--- src/rtl/pipeline_pkg.sv ---
// pipeline_pkg: shared defaults and stall FSM encoding for the pipeline drain buffer.
package pipeline_pkg;
  localparam int DATA_W_DEF  = 32;
  localparam int DEPTH_DEF   = 8;
  localparam int HIGH_WM_DEF = 6;
  localparam int LOW_WM_DEF  = 2;
  typedef enum logic {RUN, HOLD} stall_state_e;
endpackage

--- src/rtl/drain_fifo_mem.sv ---
// drain_fifo_mem: DEPTH x DATA_W storage, synchronous write, asynchronous read, contents not reset.
module drain_fifo_mem
  import pipeline_pkg::*;
#(
  parameter int DATA_W = DATA_W_DEF,
  parameter int DEPTH  = DEPTH_DEF,
  parameter int AW     = $clog2(DEPTH)
) (
  input  logic              clk,
  input  logic              we_i,
  input  logic [AW-1:0]     waddr_i,
  input  logic [DATA_W-1:0] wdata_i,
  input  logic [AW-1:0]     raddr_i,
  output logic [DATA_W-1:0] rdata_o
);
  logic [DATA_W-1:0] mem_q [DEPTH];
  always_ff @(posedge clk) if (we_i) mem_q[waddr_i] <= wdata_i;
  assign rdata_o = mem_q[raddr_i];
endmodule

--- src/rtl/pipeline_drain_buffer.sv ---
// pipeline_drain_buffer: FWFT drain FIFO for pipeline stage 3 with watermark-hysteresis global stall.
module pipeline_drain_buffer
  import pipeline_pkg::*;
#(
  parameter int DATA_W  = DATA_W_DEF,
  parameter int DEPTH   = DEPTH_DEF,
  parameter int HIGH_WM = HIGH_WM_DEF,
  parameter int LOW_WM  = LOW_WM_DEF
) (
  input  logic                     clk,
  input  logic                     reset,
  input  logic [DATA_W-1:0]        in_data,
  input  logic                     in_valid,
  input  logic                     flush,
  output logic [DATA_W-1:0]        out_data,
  output logic                     out_valid,
  input  logic                     out_ready,
  output logic                     stall,
  output logic [$clog2(DEPTH):0]   level,
  output logic                     overflow
);
  localparam int AW = $clog2(DEPTH);
  localparam int LW = AW + 1;
  logic [AW-1:0] rd_q, rd_d, wr_q, wr_d;
  logic [LW-1:0] level_q, level_d;
  stall_state_e state_q, state_d;
  logic ovf_q, ovf_d;
  logic full, pop, push, drop;
  logic [DATA_W-1:0] head;
  drain_fifo_mem #(.DATA_W(DATA_W), .DEPTH(DEPTH), .AW(AW)) u_mem (
    .clk     (clk),
    .we_i    (push & ~flush),
    .waddr_i (wr_q),
    .wdata_i (in_data),
    .raddr_i (rd_q),
    .rdata_o (head)
  );
  // A full FIFO still accepts a word when the head leaves in the same cycle.
  always_comb begin
    full    = level_q == LW'(DEPTH);
    pop     = out_valid & out_ready;
    push    = in_valid & (~full | pop);
    drop    = in_valid & full & ~pop;
    wr_d    = flush ? '0 : wr_q + AW'(push);
    rd_d    = flush ? '0 : rd_q + AW'(pop);
    level_d = flush ? '0 : level_q + LW'(push) - LW'(pop);
    ovf_d   = ovf_q | (drop & ~flush);
    state_d = flush ? RUN
            : (state_q == RUN) ? ((level_d >= LW'(HIGH_WM)) ? HOLD : RUN)
            : ((level_d <= LW'(LOW_WM)) ? RUN : HOLD);
  end
  always_ff @(posedge clk) begin
    if (reset) begin
      rd_q    <= '0;
      wr_q    <= '0;
      level_q <= '0;
      state_q <= RUN;
      ovf_q   <= 1'b0;
    end else begin
      rd_q    <= rd_d;
      wr_q    <= wr_d;
      level_q <= level_d;
      state_q <= state_d;
      ovf_q   <= ovf_d;
    end
  end
  assign out_valid = level_q != '0;
  assign out_data  = out_valid ? head : '0;
  assign stall     = state_q == HOLD;
  assign level     = level_q;
  assign overflow  = ovf_q;
endmodule
--- config.mk ---
export PLATFORM = sky130hd
export DESIGN_NAME = pipeline_drain_buffer
export DESIGN_NICKNAME = d
export VERILOG_FILES = /design/src/rtl/pipeline_pkg.sv /design/src/rtl/drain_fifo_mem.sv /design/src/rtl/pipeline_drain_buffer.sv
export SDC_FILE = /design/constraint.sdc
export NUM_CORES = 1
export LEC_CHECK = 0
export BUFFER_PORTS_ARGS = -buffer_cell sky130_fd_sc_hd__buf_2
export CAP_MARGIN = 40
export CORE_MARGIN = 8
export CORE_UTILIZATION = 40
export CTS_CLUSTER_DIAMETER = 30
export DETAILED_ROUTE_END_ITERATION = 8
export MAX_ROUTING_LAYER = met4
export PLACE_DENSITY = 0.56
export SYNTH_ARGS = -nofsm -noshare
export SYNTH_HDL_FRONTEND = slang
export SYNTH_SLANG_ARGS = --single-unit
export TNS_END_PERCENT = 20
--- constraint.sdc ---
create_clock -name clk -period 9.9 [get_ports clk]
set_input_delay 1.98 -clock clk [delete_from_list [all_inputs] [get_ports clk]]
set_output_delay 1.98 -clock clk [all_outputs]
set_load 0.03 [all_outputs]
Yosys cells after proc, flatten, opt, wreduce, memory -nomap -nowiden --
Memories as Yosys holds them, arrays and structs flattened. A register that Yosys moved wholly into a read port is not among the register bits. Index checks and enable logic that the tools add are counted.
Word-level totals: RAM bits 256, memories kept 1, flip-flop bits (word level) 12, bits of input ports 37, output and inout port bits 39, word-level logic and storage cells 34
Memory list:
- u_mem.mem_q | words 8, width 32, read ports 1, clocked after Yosys merged registers in 1, write ports 1, line drain_fifo_mem.sv:16 | logic [DATA_W-1:0] mem_q [DEPTH];
Cells by class: muxes and demuxes 8, $add $sub $neg 4, bitwise operators 11, order comparisons 2, reductions and logical operators 2, equal/unequal tests 1
Operator list (number):
- two-way mux 32 bit | 1
- adder 3 x 1 -> 3 bit | 2
- AND 1 bit | 6
- two-way mux 1 bit | 5
- adder 4 x 1 -> 4 bit | 1
- == test 4 bit, second input constant | 1
- >= comparator 4 x 3 -> 1 bit, second input constant | 1
- <= comparator 4 x 2 -> 1 bit, second input constant | 1
- two-way mux 4 bit | 1
- nonzero test 4 bit | 1
- subtractor 4 x 1 -> 4 bit | 1
- two-way mux 3 bit | 1
- inverter 1 bit | 3
- OR 1 bit | 2
- OR reduction 2 bit | 1

Longest topological paths before layout --
Gate-level depths: netlist (run 1).
word-level depth 10, depth in mapped cells 11, depth with buffers taken out 11

Cells and area by module --
A second synthesis (run 1) with hierarchy kept.
Second synthesis, totals: cell total of the unflattened synthesis 479, area, all modules 10623.9 µm²
By module, submodules not included:
- drain_fifo_mem | cells an instance 383, area each 9825.7 µm², seq. area each 7687.4 µm², times used 1
- pipeline_drain_buffer | cells an instance 96, area each 798.3 µm², seq. area each 240.2 µm², times used 1

Worst setup path before layout (run 1) --
OpenSTA, ideal clock, no wires.
path type input to register, from input port out_ready, to memory u_mem.mem_q[0][0] (netlist bit), enable pin, stages on the path 4, setup time 0.502 ns, data arrival time 5.544 ns, buffers on the path 0, slack 3.854 ns, cell sequence nand2b_1 a31oi_1 nand2b_1 nor4_1
On the way: cells in the longest elaborated chain, start to end 6
RTL lines:
- from (decl) | line pipeline_drain_buffer.sv:17 | input logic out_ready,
- AND 1 bit | line pipeline_drain_buffer.sv:41 | pop = out_valid & out_ready;
- OR 1 bit | line pipeline_drain_buffer.sv:42 | push = in_valid & (~full | pop);
- AND 1 bit | line pipeline_drain_buffer.sv:42
- AND 1 bit | line pipeline_drain_buffer.sv:32 | .we_i (push & ~flush),
- two-way mux 1 bit | line drain_fifo_mem.sv:17 | always_ff @(posedge clk) if (we_i) mem_q[waddr_i] <= wdata_i;
- two-way mux 1 bit (implied by the code) | line drain_fifo_mem.sv:17
- to (decl) | line drain_fifo_mem.sv:16
Every way passes these cells.

==> impl_metrics.json, run 1 <==
{
  "finalHoldViolCount": 0,
  "grtUsageTotal_pct": 14.2,
  "first_pass_iters": 4,
  "r2r_start": "level[2]",
  "startpoint_type": "flip-flop",
  "regArea_um2": 7940,
  "path_class": "flip-flop to output pin",
  "ant_nets": 0,
  "pwr-share-comb_pct": 6.8,
  "multi_input_area_um2": 2310,
  "fin_crit_sh_pct": 51.2,
  "drtIter0Drc": 332,
  "die_w_um": 177,
  "slowest_delay_ps": 700,
  "nFillCells": 2074,
  "port_buffers": 75,
  "synth_edf_count": 256,
  "synth_top_family_by_area": "multiplexers",
  "worstPathArrival_ps": 3090,
  "yosys.area_share.simple_pct": 1.78,
  "relSlewSlack_pct": 48.0,
  "p_int_mw": 2.50,
  "min_period_ps": 5070,
  "ys_warn_count": 0,
  "synthCells": 449,
  "vias": 4992,
  "switching_share_pct": 21.8,
  "worstPathRequired_ps": 7920,
  "hold_slack_ps": 501,
  "synth_nets": 496,
  "tns_ps": 0,
  "mostFrequentLayoutCells": "edfxtp_1, buf_2, clkbuf_16, mux4_2, a22o_1",
  "syn2layout_area_growth_pct": 25.0,
  "layout_commonest_cell": "edfxtp_1",
  "endpoint_kind": "output pin",
  "grt_use_met2_pct": 24.6,
  "whs_endpoint": "overflow",
  "antenna_found_initial": 2,
  "synthXorXnorAreaFrac_pct": 0.338,
  "avgSynthCellArea_um2": 23.1,
  "reg2reg_to": "u_mem.mem_q[2][21]",
  "clk_latency_ps": 530,
  "nNetsFinal": 617,
  "grt_max_degree": 45,
  "synthTopCellsByArea": "edfxtp_1, mux4_1, mux4_2",
  "post_cts_resized": 0,
  "dp.final_hpwl_um": 11900,
  "rsz0062_at_grt": "no",
  "synth_compound_area_share_pct": 3.21,
  "synth_top_area_share_pct": 74.2,
  "io_pins": 76,
  "outcome": "finished clean",
  "clock_skew_ps": 10.2,
  "synth_seq_area_share_pct": 76.5,
  "grt_util_met3_pct": 2.90,
  "cts_sinks": 268,
  "cts_made_buffers": 51,
  "cts_root_buf": "clkbuf_16",
  "synth.distinct_cells": 32,
  "pwr-share-seq_pct": 39.7,
  "num_rows": 59,
  "grt_pass1_wl_um": 32300,
  "switchingPower_uw": 696,
  "gp_congestion": 0.706,
  "reg2regPathDepth": 7,
  "min_path_cells": 2,
  "reg2reg_slack_ps": 7000,
  "fin_area_um2": 13000,
  "yosysTopAreaCell": "edfxtp_1",
  "avgRoutedWirePerCell_um": 22.6,
  "worstPathCellList": "buf_4 > mux4_1 > a22o_1 > buf_2",
  "use_met1_pct": 16.3,
  "cap_violations": 0,
  "ys_dominant_reg_cell": "edfxtp_1",
  "die_h_um": 177,
  "drive_gt1_share_pct": 35.3,
  "grt_most_used_layer": "met2",
  "p_total_mw": 3.20,
  "dieArea_um2": 31300,
  "htreeDepth": 2,
  "peakVddDrop_uv": 147,
  "final_max_slew_viol_count": 0,
  "post-cts-setup-buffers": 0,
  "synthAdderAreaFrac_pct": 1.28,
  "cts.clk_slew.worst_paths_ps": 50,
  "dpl_cell_area_um2": 11200,
  "layout_setup_ws_ps": 4830,
  "tightest_slew_ps": 781,
  "hold_path_class": "flip-flop to flip-flop",
  "setup_viol": 0,
  "grt_overflow": 0,
  "critPathSlowestCell": "buf_4",
  "synth_area_um2": 10400,
  "hold_buffers": 0,
  "startpoint": "rd_q[0]",
  "wl_um": 21400,
  "cts_buffer_depth": 3,
  "leakage_nw": 4.41,
  "post-place-ws_ps": 5320,
  "max_freq_ghz": 0.197,
  "power_density_nw_per_um2": 247,
  "synth_mux_area_share_pct": 15.0,
  "synth-async-reset-ratio_pct": 0,
  "first_global_vias": 5483,
  "viasPerCell": 5.26,
  "cts_tree": "done",
  "drc": 0,
  "start_util_pct": 40.2,
  "ys_ff_latch": 268,
  "hold_start": "overflow",
  "fp.coreArea_um2": 25800,
  "pwr-share-clk_pct": 53.5,
  "cp_max_fo": 40
}
-- through the flow --
step | instances | util (%)
after floorplan | 449 | -
after global placement | 850 | 43.3
after detailed placement | 852 | 43.5
after CTS | 947 | 50.3
after global routing | 949 | 50.3
final | 949 | 50.3
-- sequential cells by signal, summed over array words and instances (netlist names) --
signal       count
level            4
overflow         1
rd_q             3
stall            1
u_mem.mem_q    256
wr_q             3
-- area by class of cell --
type | count | area share, %
sequential | 268 | 61.3
clock buffer | 58 | 10.2
clock inverter | 37 | 3.22
timing repair buffer | 89 | 4.02
tap | 335 | 3.24
multi-input combinational | 155 | 17.9
antenna | 2 | 0.0386
inverter | 5 | 0.145
-- Yosys cell counts (4+ instances only) --
master / instances
edfxtp_1: 256
mux4_2: 33
a22o_1: 32
mux4_1: 31
nor2_1: 14
dfxtp_1: 12
ha_1: 9
and2_1: 7
clkbuf_1: 6
nand2_1: 6
buf_2: 5
inv_1: 5
a21oi_1: 4
xnor2_1: 4
-- power groups by stage --
stage | sequential [mW] | combinational, mW | clock [mW]
after floorplan | 1.29 | 0.143 | 0
after global placement | 1.29 | 0.218 | 0
after detailed placement | 1.29 | 0.222 | 0
after CTS | 1.27 | 0.223 | 1.74
after global routing | 1.27 | 0.233 | 1.79
final | 1.27 | 0.218 | 1.71
-- how the worst max path moves through the flow --
| stage | end | slack, ps | cells past startpoint |
|---|---|---|---|
| global placement | out_data[0] | 5350 | 4 |
| CTS | out_data[0] | 4750 | 4 |
| global route | out_data[0] | 4680 | 4 |
| finish | out_data[0] | 4830 | 4 |
| floorplan | u_mem.mem_q[0][0] | 3850 | 4 |
| detailed placement | out_data[0] | 5320 | 4 |
-- critical path: cells and delay by family (launching register included) --
| kind | cells | cell delay, ps |
|---|---|---|
| muxes | 1 | 650 |
| DFF | 1 | 660 |
| buffers and inverters | 2 | 890 |
| AOI/OAI and AO/OA | 1 | 280 |
-- routing by layer --
| metal | part of all wire, % | wire [µm] |
|---|---|---|
| met2 | 52 | 11100 |
| met4 | 2.6 | 556 |
| met5 | 0 | 0 |
| met3 | 4.8 | 1040 |
| met1 | 41 | 8700 |
-- cell families after synthesis --
group,count (synthesis)
AOI/OAI and AO/OA,40
xor gates and xnor gates,4
adders and majority gates,10
buffers and inverters,26
DFF,268
muxes,64
and+or+nand+nor,37
No activity file was read; power rests on OpenSTA's default activity.
==> inputs of run 2 (changes only) <==
--- a/config.mk
+++ b/config.mk
@@ -5,6 +5,7 @@
 export SDC_FILE = /design/constraint.sdc
 export NUM_CORES = 1
 export LEC_CHECK = 0
+export ABC_AREA = 1
 export BUFFER_PORTS_ARGS = -buffer_cell sky130_fd_sc_hd__buf_2
 export CAP_MARGIN = 40
 export CORE_MARGIN = 8
==> constraint.sdc (replaced) <==
create_clock -name clk -period 5.2 [get_ports clk]
set_input_delay 1.04 -clock clk [delete_from_list [all_inputs] [get_ports clk]]
set_output_delay 1.04 -clock clk [all_outputs]
set_load 0.03 [all_outputs]
==> run 2 against run 1 <==
  * Total power up 95%
  * Critical path depth is 3 higher
  * Utilization is 0.20 points lower
  * Global-route usage increased by 1.4 points
  * Via count is 40% higher
  * Critical endpoint is now out_data[31]
  * Clock skew increased by 7.3 ps
  * Highest routed layer unchanged
  * Area after synthesis rose by 5.2%
  * Worst hold slack got worse by 47 ps
==> impl_metrics.json, run 2 <==
{
  "port_buffers": 75,
  "yosysTopAreaCell": "edfxtp_1",
  "min_period_ps": 3740,
  "dpl_cell_area_um2": 11600,
  "drtIter0Drc": 398,
  "largest_reg_flops": 256,
  "cp_max_fo": 74,
  "htreeDepth": 2,
  "nNetsFinal": 1062,
  "layout_setup_ws_ps": 1460,
  "synthAdderAreaFrac_pct": 1.22,
  "rsz0062_at_grt": "no",
  "ys_dominant_reg_cell": "edfxtp_1",
  "synth_common_cells": "nor2_1, edfxtp_1, o21ai_0, nand2_1, nand3_1",
  "drive_gt1_share_pct": 18.7,
  "synthTopCellsByArea": "edfxtp_1, nor2_1, o21ai_0",
  "first_global_vias": 7152,
  "p_total_mw": 6.23,
  "clk_latency_ps": 550,
  "final_max_slew_viol_count": 0,
  "tns_ps": 0,
  "die_w_um": 181,
  "relSlewSlack_pct": 47.6,
  "synth_area_um2": 10900,
  "avgSynthCellArea_um2": 11.8,
  "die_h_um": 181,
  "fin_crit_sh_pct": 71.9,
  "multi_input_area_um2": 2630,
  "yosysMostFrequentCell": "nor2_1",
  "hold_slack_ps": 454,
  "post-cts-setup-buffers": 0,
  "hold_path_class": "flip-flop to flip-flop",
  "vias": 6999,
  "nFillCells": 2346,
  "cts_tree": "done",
  "synthXorXnorAreaFrac_pct": 0.0803,
  "finalHoldViolCount": 0,
  "cts_root_buf": "clkbuf_16",
  "slowest_delay_ps": 580,
  "synthCells": 921,
  "cts_buffer_depth": 3,
  "hold_buffers": 0,
  "regArea_um2": 7940,
  "layout.cells.non_filler": 1404,
  "avgRoutedWirePerCell_um": 17.7,
  "ant_nets": 0,
  "io_pins": 76,
  "max_freq_ghz": 0.268,
  "layout_commonest_cell": "nor2_1",
  "post-place-ws_ps": 1950,
  "synth_top_family_by_area": "simple AND/OR/NAND/NOR gates",
  "synth_edf_count": 256,
  "ys_ff_latch": 268,
  "leakage_nw": 4.83,
  "grtUsageTotal_pct": 15.6,
  "grt_max_degree": 75,
  "grt_pass1_wl_um": 39400,
  "clock_skew_ps": 17.5,
  "tightest_slew_ps": 786,
  "path_class": "flip-flop to output pin",
  "cts.clk_slew.worst_paths_ps": 50,
  "first_pass_iters": 4,
  "yosys.area_share.simple_pct": 14.7,
  "worstPathCellList": "clkinv_2 > buf_4 > o21ai_0 > o21ai_1 > nor2_1 > nor2_1 > buf_2",
  "critPathSlowestCell": "buf_4",
  "cap_violations": 0,
  "antenna_found_initial": 2,
  "cts_made_buffers": 54,
  "gp_congestion": 0.717,
  "fin_util_pct": 50.1,
  "crit_top_cell": "nor2_1",
  "drc": 0,
  "synth_seq_area_share_pct": 72.7,
  "synth_top_area_share_pct": 70.5,
  "setup_viol": 0,
  "placed_cells": 1300,
  "power_density_nw_per_um2": 463,
  "start_util_pct": 40.6,
  "ys_warn_count": 0,
  "fin_area_um2": 13500,
  "dieArea_um2": 32800,
  "worstPathArrival_ps": 2700,
  "wl_um": 24900,
  "synth_nets": 968,
  "cts_sinks": 268,
  "fp.coreArea_um2": 26900,
  "dp.final_hpwl_um": 13200,
  "syn2layout_area_growth_pct": 23.5,
  "startpoint_type": "flip-flop",
  "regMostFlops": "u_mem.mem_q",
  "outcome": "finished clean",
  "viasPerCell": 4.99,
  "grt_overflow": 0,
  "num_rows": 60,
  "peakVddDrop_uv": 240,
  "synth_compound_area_share_pct": 7.66,
  "synth.distinct_cells": 27,
  "path_delay_family": "buffers and inverters",
  "synth-async-reset-ratio_pct": 0,
  "endpoint_kind": "output pin",
  "synth_mux_area_share_pct": 0,
  "path_buf_inv": 3,
  "worstPathRequired_ps": 4160,
  "mostFrequentLayoutCells": "nor2_1, edfxtp_1, o21ai_0, buf_2, clkbuf_16",
  "post_cts_resized": 0
}
run 2: cell types whose count changed in the layout (fill, tap and decap cells not counted), sizes merged, moves of 3 or more:
cell and delta:
clkinvlp +3, and2 -7, a22o -32, nand2 +42
o21ai +161, nand3 +42, clkbuf +6, nor2 +292
mux4 -64, xnor2 -3, inv +13
run 2: cell type report:
| class | count | area share [%] |
|---|---|---|
| Multi-Input combinational cell | 580 | 19.6 |
| Inverter | 20 | 0.567 |
| Clock inverter | 38 | 3.24 |
| Timing Repair Buffer | 91 | 3.96 |
| Tap cell | 341 | 3.17 |
| Antenna cell | 2 | 0.0372 |
| Sequential cell | 268 | 59.0 |
| Clock buffer | 64 | 10.5 |
run 2: logic make-up (layout without fill, tap and decap cells):
kind of cell | after synthesis | after routing
AO/OA/AOI/OAI | 166 | 166
other | 0 | 2
buffers and inverters | 73 | 213
XOR/XNOR | 1 | 1
AND/OR/NAND/NOR | 403 | 403
adder cells (fa/ha/maj) | 10 | 10
flip-flops | 268 | 268
run 2: path summary, 6_finish.rpt:
path                               start                end  slack [ps]  depth (start not counted)
worst max register to register  level[2]  u_mem.mem_q[2][3]        2440                          8
worst min register to register  overflow           overflow         450                          2
worst min-delay path            overflow           overflow         450                          2
worst max-delay path             rd_q[0]       out_data[31]        1460                          7
run 2: power by group:
part / total, mW / leakage (nW) / switching (mW) / internal [mW]
Clock: 3.41 / 0.885 / 1.08 / 2.33
Combinational: 0.410 / 1.53 / 0.301 / 0.110
Sequential: 2.41 / 2.41 / 0.0169 / 2.40
run 2: worst reg2reg max path, delay by kind of cell (launching register included):
family | cells | cell delay [ps]
buffers and inverters | 2 | 580
AO/OA/AOI/OAI | 1 | 200
AND/OR/NAND/NOR | 4 | 1080
flip-flops | 1 | 330
adder cells (fa/ha/maj) | 1 | 200
run 2: per-layer routing:
layer	vias up	part of all wire [%]	global-route usage [%]
li1	3429	-	-
met1	3379	45	19.4
met2	144	48	25.3
met3	47	4.6	3.45
met4	0	2.0	4.56
met5	-	0	-
==> inputs of run 3 (changes only) <==
--- a/config.mk
+++ b/config.mk
@@ -5,7 +5,7 @@
 export SDC_FILE = /design/constraint.sdc
 export NUM_CORES = 1
 export LEC_CHECK = 0
-export ABC_AREA = 1
+export ABC_AREA = 0
 export BUFFER_PORTS_ARGS = -buffer_cell sky130_fd_sc_hd__buf_2
 export CAP_MARGIN = 40
 export CORE_MARGIN = 8
@@ -13,7 +13,7 @@
 export CTS_CLUSTER_DIAMETER = 30
 export DETAILED_ROUTE_END_ITERATION = 8
 export MAX_ROUTING_LAYER = met4
-export PLACE_DENSITY = 0.56
+export PLACE_DENSITY = 0.58
 export SYNTH_ARGS = -nofsm -noshare
 export SYNTH_HDL_FRONTEND = slang
 export SYNTH_SLANG_ARGS = --single-unit
==> constraint.sdc (replaced) <==
create_clock -name clk -period 3.1 [get_ports clk]
set_input_delay 0.62 -clock clk [delete_from_list [all_inputs] [get_ports clk]]
set_output_delay 0.62 -clock clk [all_outputs]
set_load 0.03 [all_outputs]
==> run 3 against run 2 <==
  * Total power rose by 60%
  * Sequential power rose by 68%
  * Routed wire length fell by 14%
  * Critical endpoint is now out_data[2]
==> impl_metrics.json, run 3 (same netlist as run 1, synthesis figures left out) <==
{
  "outcome": "finished clean",
  "nNetsFinal": 618,
  "hold_buffers": 0,
  "first_pass_iters": 4,
  "die_w_um": 177,
  "endpoint_kind": "output pin",
  "whs_endpoint": "overflow",
  "slowest_delay_ps": 580,
  "fin_area_um2": 13000,
  "path_delay_family": "multiplexers",
  "post_cts_resized": 0,
  "ant_nets": 0,
  "cts.clk_slew.worst_paths_ps": 40,
  "grtUsageTotal_pct": 14.2,
  "fin_crit_sh_pct": 95.7,
  "cts_buffer_depth": 3,
  "cts_root_buf": "clkbuf_16",
  "startpoint_type": "flip-flop",
  "critPathSlowestCell": "mux4_1",
  "drtIter0Drc": 257,
  "cts_made_buffers": 48,
  "fin_util_pct": 50.5,
  "largest_reg_flops": 256,
  "dieArea_um2": 31300,
  "syn2layout_area_growth_pct": 25.5,
  "layout_commonest_cell": "edfxtp_1",
  "viasPerCell": 5.26,
  "drc": 0,
  "hold_path_class": "input port to flip-flop",
  "power_density_nw_per_um2": 767,
  "worstPathCellList": "buf_12 > mux4_1 > a22o_1 > buf_2",
  "mostFrequentLayoutCells": "edfxtp_1, buf_2, clkbuf_16, mux4_2, a22o_1",
  "grt_overflow": 0,
  "finalHoldViolCount": 0,
  "regArea_um2": 7930,
  "fp.coreArea_um2": 25800,
  "reg2reg_slack_ps": 610,
  "post-cts-setup-buffers": 0,
  "multi_input_area_um2": 2330,
  "vias": 4969,
  "setup_viol": 0,
  "min_path_cells": 2,
  "grt_pass1_wl_um": 32500,
  "post-place-ws_ps": 559,
  "path_class": "flip-flop to output pin",
  "final_max_slew_viol_count": 0,
  "grt_max_degree": 48,
  "cts_sinks": 268,
  "first_global_vias": 5505,
  "tightest_slew_ps": 442,
  "worstPathArrival_ps": 2350,
  "layout.cells.non_filler": 945,
  "gp_congestion": 0.727,
  "relSlewSlack_pct": 70.6,
  "avgRoutedWirePerCell_um": 22.5,
  "reg2regPathDepth": 7,
  "reg2reg_to": "u_mem.mem_q[2][16]",
  "tns_ps": 0,
  "clock_skew_ps": 12.3,
  "dpl_cell_area_um2": 11400,
  "regMostFlops": "u_mem.mem_q",
  "drive_gt1_share_pct": 35.6,
  "min_period_ps": 2970,
  "path_buf_inv": 2,
  "start_util_pct": 40.2,
  "placed_cells": 856,
  "die_h_um": 177,
  "r2r_start": "level[2]",
  "clk_latency_ps": 510,
  "p_total_mw": 9.97,
  "num_rows": 59,
  "leakage_nw": 4.39,
  "worstPathRequired_ps": 2480,
  "port_buffers": 75,
  "cap_violations": 0,
  "peakVddDrop_uv": 542,
  "io_pins": 76,
  "antenna_found_initial": 3,
  "htreeDepth": 2,
  "hold_start": "reset",
  "wl_um": 21300,
  "nFillCells": 2010,
  "cp_max_fo": 17,
  "max_freq_ghz": 0.337,
  "cts_tree": "done",
  "rsz0062_at_grt": "no",
  "dp.final_hpwl_um": 11700,
  "hold_slack_ps": 295,
  "layout_setup_ws_ps": 134
}
## run 3: cell count changes in the layout (fill, tap and decap cells not counted), moves of 31 or more
cell,delta
o21ai_0,-137
mux4_2,+33
a22o_1,+32
mux4_1,+31
nor2_1,-285
nand3_1,-42
nand2_1,-41
## run 3: per-layer routing
| metal | GRT usage (%) | routed length, µm | up-vias |
|---|---|---|---|
| li1 | - | - | 2192 |
| met3 | 3.63 | 1090 | 33 |
| met2 | 23.3 | 10700 | 130 |
| met5 | - | 0 | - |
| met1 | 17.3 | 9100 | 2614 |
| met4 | 4.06 | 378 | 0 |
## run 3: cell type report
cell class                 count  share of cell area (%)
clock buffer                  55                    9.61
tap                          335                    3.22
antenna                        3                  0.0578
inverter                       5                   0.144
timing repair buffer          93                    5.08
clock inverter                31                    2.94
sequential                   268                    61.0
multi-input combinational    155                    17.9
## run 3: power breakdown
| part | total (mW) | leakage, nW | switching (mW) | internal [mW] |
|---|---|---|---|---|
| clock | 5.19 | 0.779 | 1.65 | 3.54 |
| sequential | 4.05 | 2.41 | 0.0239 | 4.02 |
| combinational | 0.728 | 1.20 | 0.458 | 0.270 |
## run 3: worst max path at each step
stage / depth (start not counted) / endpoint / slack [ps] / start
floorplan: 6 / u_mem.mem_q[1][0] / -170 / level[2]
global placement: 7 / u_mem.mem_q[2][15] / 630 / level[2]
detailed placement: 7 / u_mem.mem_q[2][15] / 560 / level[2]
CTS: 4 / out_data[2] / 80 / rd_q[0]
global route: 4 / out_data[1] / 10 / rd_q[0]
finish: 4 / out_data[2] / 130 / rd_q[0]
